[config.mk]
export PLATFORM = sky130hd
export DESIGN_NAME = multicycle_core_sequencer
export DESIGN_NICKNAME = d
export VERILOG_FILES = /design/src/rtl/multicycle_core_sequencer.sv
export SDC_FILE = /design/constraint.sdc
export NUM_CORES = 1
export LEC_CHECK = 0
export BUFFER_PORTS_ARGS = -buffer_cell sky130_fd_sc_hd__buf_2
export CAP_MARGIN = 20
export CORE_MARGIN = 8
export CORE_UTILIZATION = 53
export DETAILED_ROUTE_END_ITERATION = 6
export GPL_ROUTABILITY_DRIVEN = 0
export PLACE_DENSITY_LB_ADDON = 0.12
export RECOVER_POWER = 50
export REMOVE_ABC_BUFFERS = 1
export SLEW_MARGIN = 40
export SYNTH_ARGS = -nofsm -noshare
export SYNTH_HDL_FRONTEND = slang
export SYNTH_SLANG_ARGS = --single-unit
[constraint.sdc]
create_clock -name clk -period 4.5 [get_ports clk]
set_input_delay 0.225 -clock clk [delete_from_list [all_inputs] [get_ports clk]]
set_output_delay 0.225 -clock clk [all_outputs]
set_load 0.05 [all_outputs]
[src/rtl/multicycle_core_sequencer.sv]
// multicycle_core_sequencer: multi-cycle fetch/decode/execute/writeback control FSM owning the PC
module multicycle_core_sequencer #(
  parameter logic [31:0] RESET_PC = 32'h0000_0000,
  parameter int IMEM_TIMEOUT = 8
) (
  input  logic        clk,
  input  logic        rst,
  output logic        imem_req,
  output logic [31:0] imem_addr,
  input  logic        imem_ready,
  input  logic [31:0] imem_rdata,
  output logic [4:0]  read_reg1,
  output logic [4:0]  read_reg2,
  output logic [4:0]  write_reg,
  output logic [5:0]  alu_control,
  output logic [31:0] imm_val,
  output logic [3:0]  sh_amt,
  output logic [31:0] imm_val_lui,
  output logic        lb,
  output logic        sw,
  output logic        lui_control,
  output logic        beq_control,
  output logic        bneq_control,
  output logic        blt_control,
  output logic        bgeq_control,
  input  logic        beq,
  input  logic        bneq,
  input  logic        bge,
  input  logic        blt,
  output logic [31:0] pc,
  output logic        halt,
  output logic        fault
);
  localparam int CW = $clog2(IMEM_TIMEOUT + 1);
  typedef enum logic [2:0] {FETCH, DECODE, EXECUTE, WRITEBACK, HALT} state_t;
  state_t state, next_state;
  logic [31:0] ir;
  logic [CW-1:0] cnt;
  logic [6:0] opcode, f7;
  logic [2:0] f3;
  logic [5:0] alu_dec;
  logic legal, is_lb, is_sw, is_lui, is_br, is_sys, taken, timeout, ex;
  logic [31:0] i_imm, s_imm, b_imm;
  assign opcode = ir[6:0];
  assign f3 = ir[14:12];
  assign f7 = ir[31:25];
  assign is_lb = opcode == 7'b0000011;
  assign is_sw = opcode == 7'b0100011;
  assign is_lui = opcode == 7'b0110111;
  assign is_br = opcode == 7'b1100011;
  assign is_sys = opcode == 7'b1110011;
  assign i_imm = {{20{ir[31]}}, ir[31:20]};
  assign s_imm = {{20{ir[31]}}, ir[31:25], ir[11:7]};
  assign b_imm = {{19{ir[31]}}, ir[31], ir[7], ir[30:25], ir[11:8], 1'b0};
  assign taken = beq | bneq | bge | blt;
  // a fetch accepted on the terminal-count cycle wins over the timeout
  assign timeout = state == FETCH && !imem_ready && cnt == CW'(IMEM_TIMEOUT - 1);
  assign ex = state == EXECUTE;
  // instruction decode: ALU opcode and legality; unsupported funct codes are treated as illegal
  always_comb begin
    alu_dec = 6'd0;
    legal = 1'b0;
    case (opcode)
      7'b0110011: begin
        legal = 1'b1;
        case ({f7, f3})
          {7'h00, 3'd0}: alu_dec = 6'd1;
          {7'h20, 3'd0}: alu_dec = 6'd2;
          {7'h00, 3'd7}: alu_dec = 6'd3;
          {7'h00, 3'd6}: alu_dec = 6'd4;
          {7'h00, 3'd4}: alu_dec = 6'd5;
          {7'h00, 3'd1}: alu_dec = 6'd6;
          {7'h00, 3'd5}: alu_dec = 6'd7;
          {7'h00, 3'd2}: alu_dec = 6'd8;
          default: legal = 1'b0;
        endcase
      end
      7'b0010011: begin
        legal = 1'b1;
        case (f3)
          3'd0: alu_dec = 6'd11;
          3'd7: alu_dec = 6'd12;
          3'd6: alu_dec = 6'd13;
          3'd4: alu_dec = 6'd14;
          3'd1: begin alu_dec = 6'd15; legal = f7 == 7'h00; end
          3'd5: begin alu_dec = 6'd16; legal = f7 == 7'h00; end
          default: legal = 1'b0;
        endcase
      end
      7'b0000011: legal = f3 == 3'b000;
      7'b0100011: legal = f3 == 3'b010;
      7'b0110111: legal = 1'b1;
      7'b1100011: begin
        legal = 1'b1;
        case (f3)
          3'd0: alu_dec = 6'd20;
          3'd1: alu_dec = 6'd21;
          3'd4: alu_dec = 6'd22;
          3'd5: alu_dec = 6'd23;
          default: legal = 1'b0;
        endcase
      end
      7'b1110011: legal = 1'b1;
      default: legal = 1'b0;
    endcase
  end
  // state register
  always_ff @(posedge clk or negedge rst) begin
    if (!rst) state <= FETCH;
    else state <= next_state;
  end
  // next-state: branches and stores skip writeback, system/illegal instructions stop the core
  always_comb begin
    next_state = state;
    case (state)
      FETCH: next_state = imem_ready ? DECODE : (timeout ? HALT : FETCH);
      DECODE: next_state = (is_sys || !legal) ? HALT : EXECUTE;
      EXECUTE: next_state = (is_br || is_sw) ? FETCH : WRITEBACK;
      WRITEBACK: next_state = FETCH;
      default: next_state = HALT;
    endcase
  end
  // PC, instruction register, fetch-wait counter and sticky fault
  always_ff @(posedge clk or negedge rst) begin
    if (!rst) begin
      pc <= RESET_PC;
      ir <= 32'h0000_0013;
      cnt <= '0;
      fault <= 1'b0;
    end else begin
      cnt <= (state == FETCH && !imem_ready) ? cnt + CW'(1) : '0;
      if (state == FETCH && imem_ready) ir <= imem_rdata;
      if (ex && is_br) pc <= taken ? pc + b_imm : pc + 32'd4;
      else if ((ex && is_sw) || state == WRITEBACK) pc <= pc + 32'd4;
      if (timeout || (state == DECODE && !legal)) fault <= 1'b1;
    end
  end
  // outputs: selects follow IR, strobes pulse only in EXECUTE, rd only in WRITEBACK
  always_comb begin
    imem_req = state == FETCH;
    imem_addr = pc;
    halt = state == HALT;
    read_reg1 = ir[19:15];
    read_reg2 = ir[24:20];
    write_reg = state == WRITEBACK ? ir[11:7] : 5'd0;
    alu_control = (state == DECODE || ex || state == WRITEBACK) ? alu_dec : 6'd0;
    imm_val = is_sw ? s_imm : (is_br ? b_imm : i_imm);
    sh_amt = ir[23:20];
    imm_val_lui = {ir[31:12], 12'b0};
    lb = ex && is_lb;
    sw = ex && is_sw;
    lui_control = ex && is_lui;
    beq_control = ex && is_br && f3 == 3'd0;
    bneq_control = ex && is_br && f3 == 3'd1;
    blt_control = ex && is_br && f3 == 3'd4;
    bgeq_control = ex && is_br && f3 == 3'd5;
  end
endmodule

# Word level (Yosys, flattened, before mapping)
# Cells that the tools add are included.
dict set report word_totals {
  reg_bits 72
  inputBits 39
  latch_bits 0
  ram_bits 0
  mem_bits_ro 0
  word_cells 87
  memories 0
}
dict set report classes {
  bitwise_logic 3
  n_div 0
  n_lt_le_gt_ge 0
  n_mul 0
  reduce_logical 30
  shifts 0
  add_sub_neg 3
  n_eq_ne 25
  n_mux 21
}
# op count
set op_table {}
lappend op_table {{32-bit two-way mux} 3}
lappend op_table {{10-bit by 3-bit == test with 1-bit output, second input constant} 4}
lappend op_table {{32-bit by 3-bit adder with 32-bit output, second input constant} 1}
lappend op_table {{32-bit adder} 1}
lappend op_table {{4-bit one-hot mux with 8 select lines} 1}
lappend op_table {{5-bit one-hot mux with 6 select lines} 1}
lappend op_table {{12-bit two-way mux} 2}
lappend op_table {{7-bit by 6-bit == test with 1-bit output, second input constant} 3}
lappend op_table {{5-bit one-hot mux with 4 select lines} 1}
lappend op_table {{3-bit == test, second input constant} 5}
lappend op_table {{5-bit one-hot mux with 3 select lines} 1}
lappend op_table {{7-bit == test, second input constant} 2}
lappend op_table {{1-bit logical AND} 12}
lappend op_table {{3-bit one-hot mux with 4 select lines} 1}
lappend op_table {{10-bit by 1-bit == test with 1-bit output, second input constant} 1}
lappend op_table {{10-bit by 2-bit == test with 1-bit output, second input constant} 1}
lappend op_table {{10-bit by 9-bit == test with 1-bit output, second input constant} 1}
lappend op_table {{10-bit logical NOT} 1}
lappend op_table {{3-bit by 2-bit == test with 1-bit output, second input constant} 3}
lappend op_table {{3-bit two-way mux} 3}
lappend op_table {{4-bit OR reduction} 2}
lappend op_table {{8-bit OR reduction} 1}
lappend op_table {{7-bit by 2-bit == test with 1-bit output, second input constant} 1}
lappend op_table {{7-bit by 5-bit == test with 1-bit output, second input constant} 1}
lappend op_table {{17 further kinds} 29}

# Longest topological paths before layout
dict set report logic_depth {
  ltp_word 8
  ltp_mapped 11
  depth_no_buf 11
}

# Worst setup path after synthesis
# OpenSTA, ideal clock, no wires.
dict set report synth_path {
  kind {reg-to-output}
  start {reg ir[31]}
  end {out alu_control[2]}
  path_slack_ns 1.149
  stages_incl_launch_ff 9
  required_time_ns 4.275
  arrival_ns 3.126
  path_cell_list {dfrtp_1 or4_1 or4_1 a21oi_1 nand4_1 a21oi_1 a21oi_1 o22ai_1 nor2b_1}
}
dict set report synth_between {
  elab_chain_len 4
  word_cells_on_any_way 11
}
# element line
set synth_lines {}
lappend synth_lines {{start, declared} 37} ;# logic [31:0] ir;
lappend synth_lines {{start signal, assigned} 132} ;# if (state == FETCH && imem_ready) ir <= imem_rdata;
lappend synth_lines {{10-bit by 2-bit == test with 1-bit output (tied with other cells)} 66} ;# case ({f7, f3})
lappend synth_lines {{4-bit one-hot mux with 8 select lines *} 66}
lappend synth_lines {{5-bit one-hot mux with 3 select lines *} 63} ;# case (opcode)
lappend synth_lines {{6-bit two-way mux *} 146} ;# alu_control = (state == DECODE || ex || state == WRITEBACK) ? alu_dec : 6'd0;
lappend synth_lines {{end, declared} 15} ;# output logic [5:0] alu_control,
# Mark *: on every way between the ends. The rest lies on a longest branch, timed or not.

# Worst setup path after layout
# Ends and elaborated chain as after synthesis.

==> impl_metrics.json <==
{
  "outcome": "finished clean",
  "fin_worst_skew_ns": 0.00758,
  "ant_nets": 0,
  "rows": 39,
  "fmax_ghz": 0.301,
  "drt_iter0_markers": 501,
  "synth-seq-cells": 71,
  "area_growth_pct": 7.97,
  "cts-resized-gates": 0,
  "drc": 0,
  "hold_class": "in -> reg",
  "setup.worst_path.class": "reg -> out",
  "crit_fanout": 10,
  "setup_viol": 0,
  "p_leak_uw": 0.00295,
  "worstMarginPinSlew_ns": 0.769,
  "synth_edf_count": 0,
  "synthCells": 761,
  "post-route-min-period_ns": 3.32,
  "initial_core_util_pct": 54.5,
  "drt_wl_total_um": 17600,
  "track_usage_pct": 22.3,
  "routedWlPerCell_um": 17.7,
  "viasPerCell": 5.86,
  "startpoint_type": "flop",
  "fin_nets": 917,
  "die_area_um2": 15600,
  "cts-root-buf": "clkbuf_16",
  "drive_gt1_share_pct": 21.9,
  "h-tree-depth": 3,
  "final_common_cell": "buf_2",
  "design.core.area_um2": 11500,
  "finalMaxSlewViolations": 0,
  "clock_path_buffers": 2,
  "tns_ns": 0,
  "antenna_found_initial": 0,
  "insertion_delay_ns": 0.35,
  "period_share_pct": 73.8,
  "cap_viol_max_count": 0,
  "dp.cells": 976,
  "seq_area_frac_synth_pct": 28.4,
  "synthFlopType": "dfrtp_1",
  "drt_first_pass_iters": 5,
  "instances_no_fill": 993,
  "synth-async-reset-ratio_pct": 100,
  "die_h_um": 125,
  "cts-hold-fix-buffers": 1,
  "final_cell_mix": "112 x buf_2, 74 x clkbuf_1, 68 x dfrtp_1",
  "required_ns": 4.28,
  "cts_tree": "done",
  "finalHoldViolCount": 0,
  "final.setup.worst_slack_ns": 1.18,
  "cp.arrival_ns": 3.09,
  "die-width_um": 125,
  "ys_warn_count": 0,
  "syn_area_um2": 6280,
  "rsz0062_at_grt": "no",
  "io_pins": 202,
  "grt_overflow": 0,
  "grt_pass1_wl_um": 28800,
  "grt_pass1_vias": 5735,
  "antenna_cells": 0,
  "cts.clk_slew.worst_paths_ns": 0.06,
  "hpwl_um": 13200,
  "relSlewSlack_pct": 48.8,
  "post-cts-setup-buffer-count": 0,
  "endpoint_kind": "output port",
  "grt_max_degree": 72,
  "p_per_area_nw_per_um2": 718,
  "synth_cell_types": 72,
  "max-vdd-ir-drop_uv": 529,
  "via_count": 5815,
  "avgSynthCellArea_um2": 8.25,
  "cts_inserted_buffers": 9,
  "cts.sinks": 71,
  "pre_cts_ws_ns": 1.45,
  "portBuffers": 186
}
==> cells in the mapped netlist, types with 5 or more instances <==
| cell type | n | share of area (%) |
|---|---|---|
| dfrtp_1 | 68 | 27 |
| nor4_1 | 6 | 0.60 |
| nand4_1 | 10 | 1.0 |
| a21oi_1 | 64 | 5.1 |
| xnor2_1 | 10 | 1.4 |
| or3_1 | 7 | 0.70 |
| inv_1 | 16 | 0.96 |
| nand2_1 | 65 | 3.9 |
| o211ai_1 | 6 | 0.72 |
| nor2_1 | 60 | 3.6 |
| clkbuf_1 | 20 | 1.2 |
| ha_1 | 32 | 6.4 |
| nand3_1 | 22 | 1.8 |
| o21ai_0 | 49 | 3.9 |
| a31oi_1 | 8 | 0.80 |
| nor2b_1 | 7 | 0.70 |
| nor3_1 | 20 | 1.6 |
| xor2_1 | 16 | 2.2 |
| buf_4 | 106 | 13 |
| o22ai_1 | 5 | 0.50 |
| mux2_2 | 30 | 5.4 |
| o21a_1 | 5 | 0.60 |
| o21ai_1 | 8 | 0.64 |
| a21o_1 | 11 | 1.3 |
| and3_1 | 15 | 1.5 |
| a211oi_1 | 9 | 1.1 |
==> sequential cells by signal, indices dropped and copies added (netlist names) <==
name       cells
ir            32
state          3
cnt            4
fault          1
imem_addr     31
==> layout make-up <==
cell class                 count  area [um^2]
fill                        1070         4740
inverter                      16         60.1
timing repair buffer         193          901
multi-input combinational    554         3590
tap                          143          179
clock inverter                 6         38.8
clock buffer                  10          229
sequential                    71         1780
==> final timing paths <==
path	to	cells after the start	startpoint	slack, ns
worst min register to register	cnt[0]	1	cnt[0]	0.47
worst max register to register	imem_addr[29]	9	ir[31]	1.40
max in group asynchronous	imem_addr[15]	2	rst	3.56
min in group asynchronous	ir[13]	2	rst	0.47
worst min-delay path	ir[14]	3	imem_rdata[14]	0.08
worst max-delay path	alu_control[2]	9	ir[31]	1.18
==> where the power goes <==
group | leakage (uW) | internal [uW] | switching (uW)
clock | 0.000128 | 371 | 294
sequential | 0.000802 | 801 | 269
combinational | 0.00202 | 896 | 2240
==> per-layer routing <==
| layer | track usage, % | routed length [um] |
|---|---|---|
| met1 | 27.2 | 7550 |
| met2 | 37.0 | 8450 |
| met3 | 5.61 | 1230 |
| met5 | 0 | 0 |
| met4 | 8.60 | 354 |
==> logic make-up (layout without fill, tap and decap cells) <==
logic type                 count (synthesis)  in the layout  synth area share, %
AOI/OAI and AO/OA                        205            205                 20.7
buffers and inverters                    150            225                 15.4
other                                      1             15               0.0597
adders and majority gates                 33             33                 6.69
and+or+nand+nor                          243            243                 19.5
DFF                                       71             71                 28.4
muxes                                     32             32                 5.70
xor gates and xnor gates                  26             26                 3.63
==> stage by stage <==
step	hold WS, ns	area (um^2)	total power, uW	utilization [%]
global placement	0.420	6590	4180	57.2
CTS	0.0771	6870	4910	59.7
floorplan	-0.0706	5430	3080	-
global route	0.101	6780	5180	58.9
detailed placement	0.296	6590	4230	57.3
finish	0.0832	6780	4870	58.9
==> critical path, stage by stage, from the launching register on <==
cell and delay (ns):
dfrtp_1 0.53, or4_1 0.54, or4_1 0.47, a21oi_1 0.14, nand4_1 0.18, a21oi_1 0.19
a21oi_1 0.06, o22ai_1 0.20, nor2b_1 0.17, buf_2 0.28
Note: power is estimated with default switching activity, not from simulation.
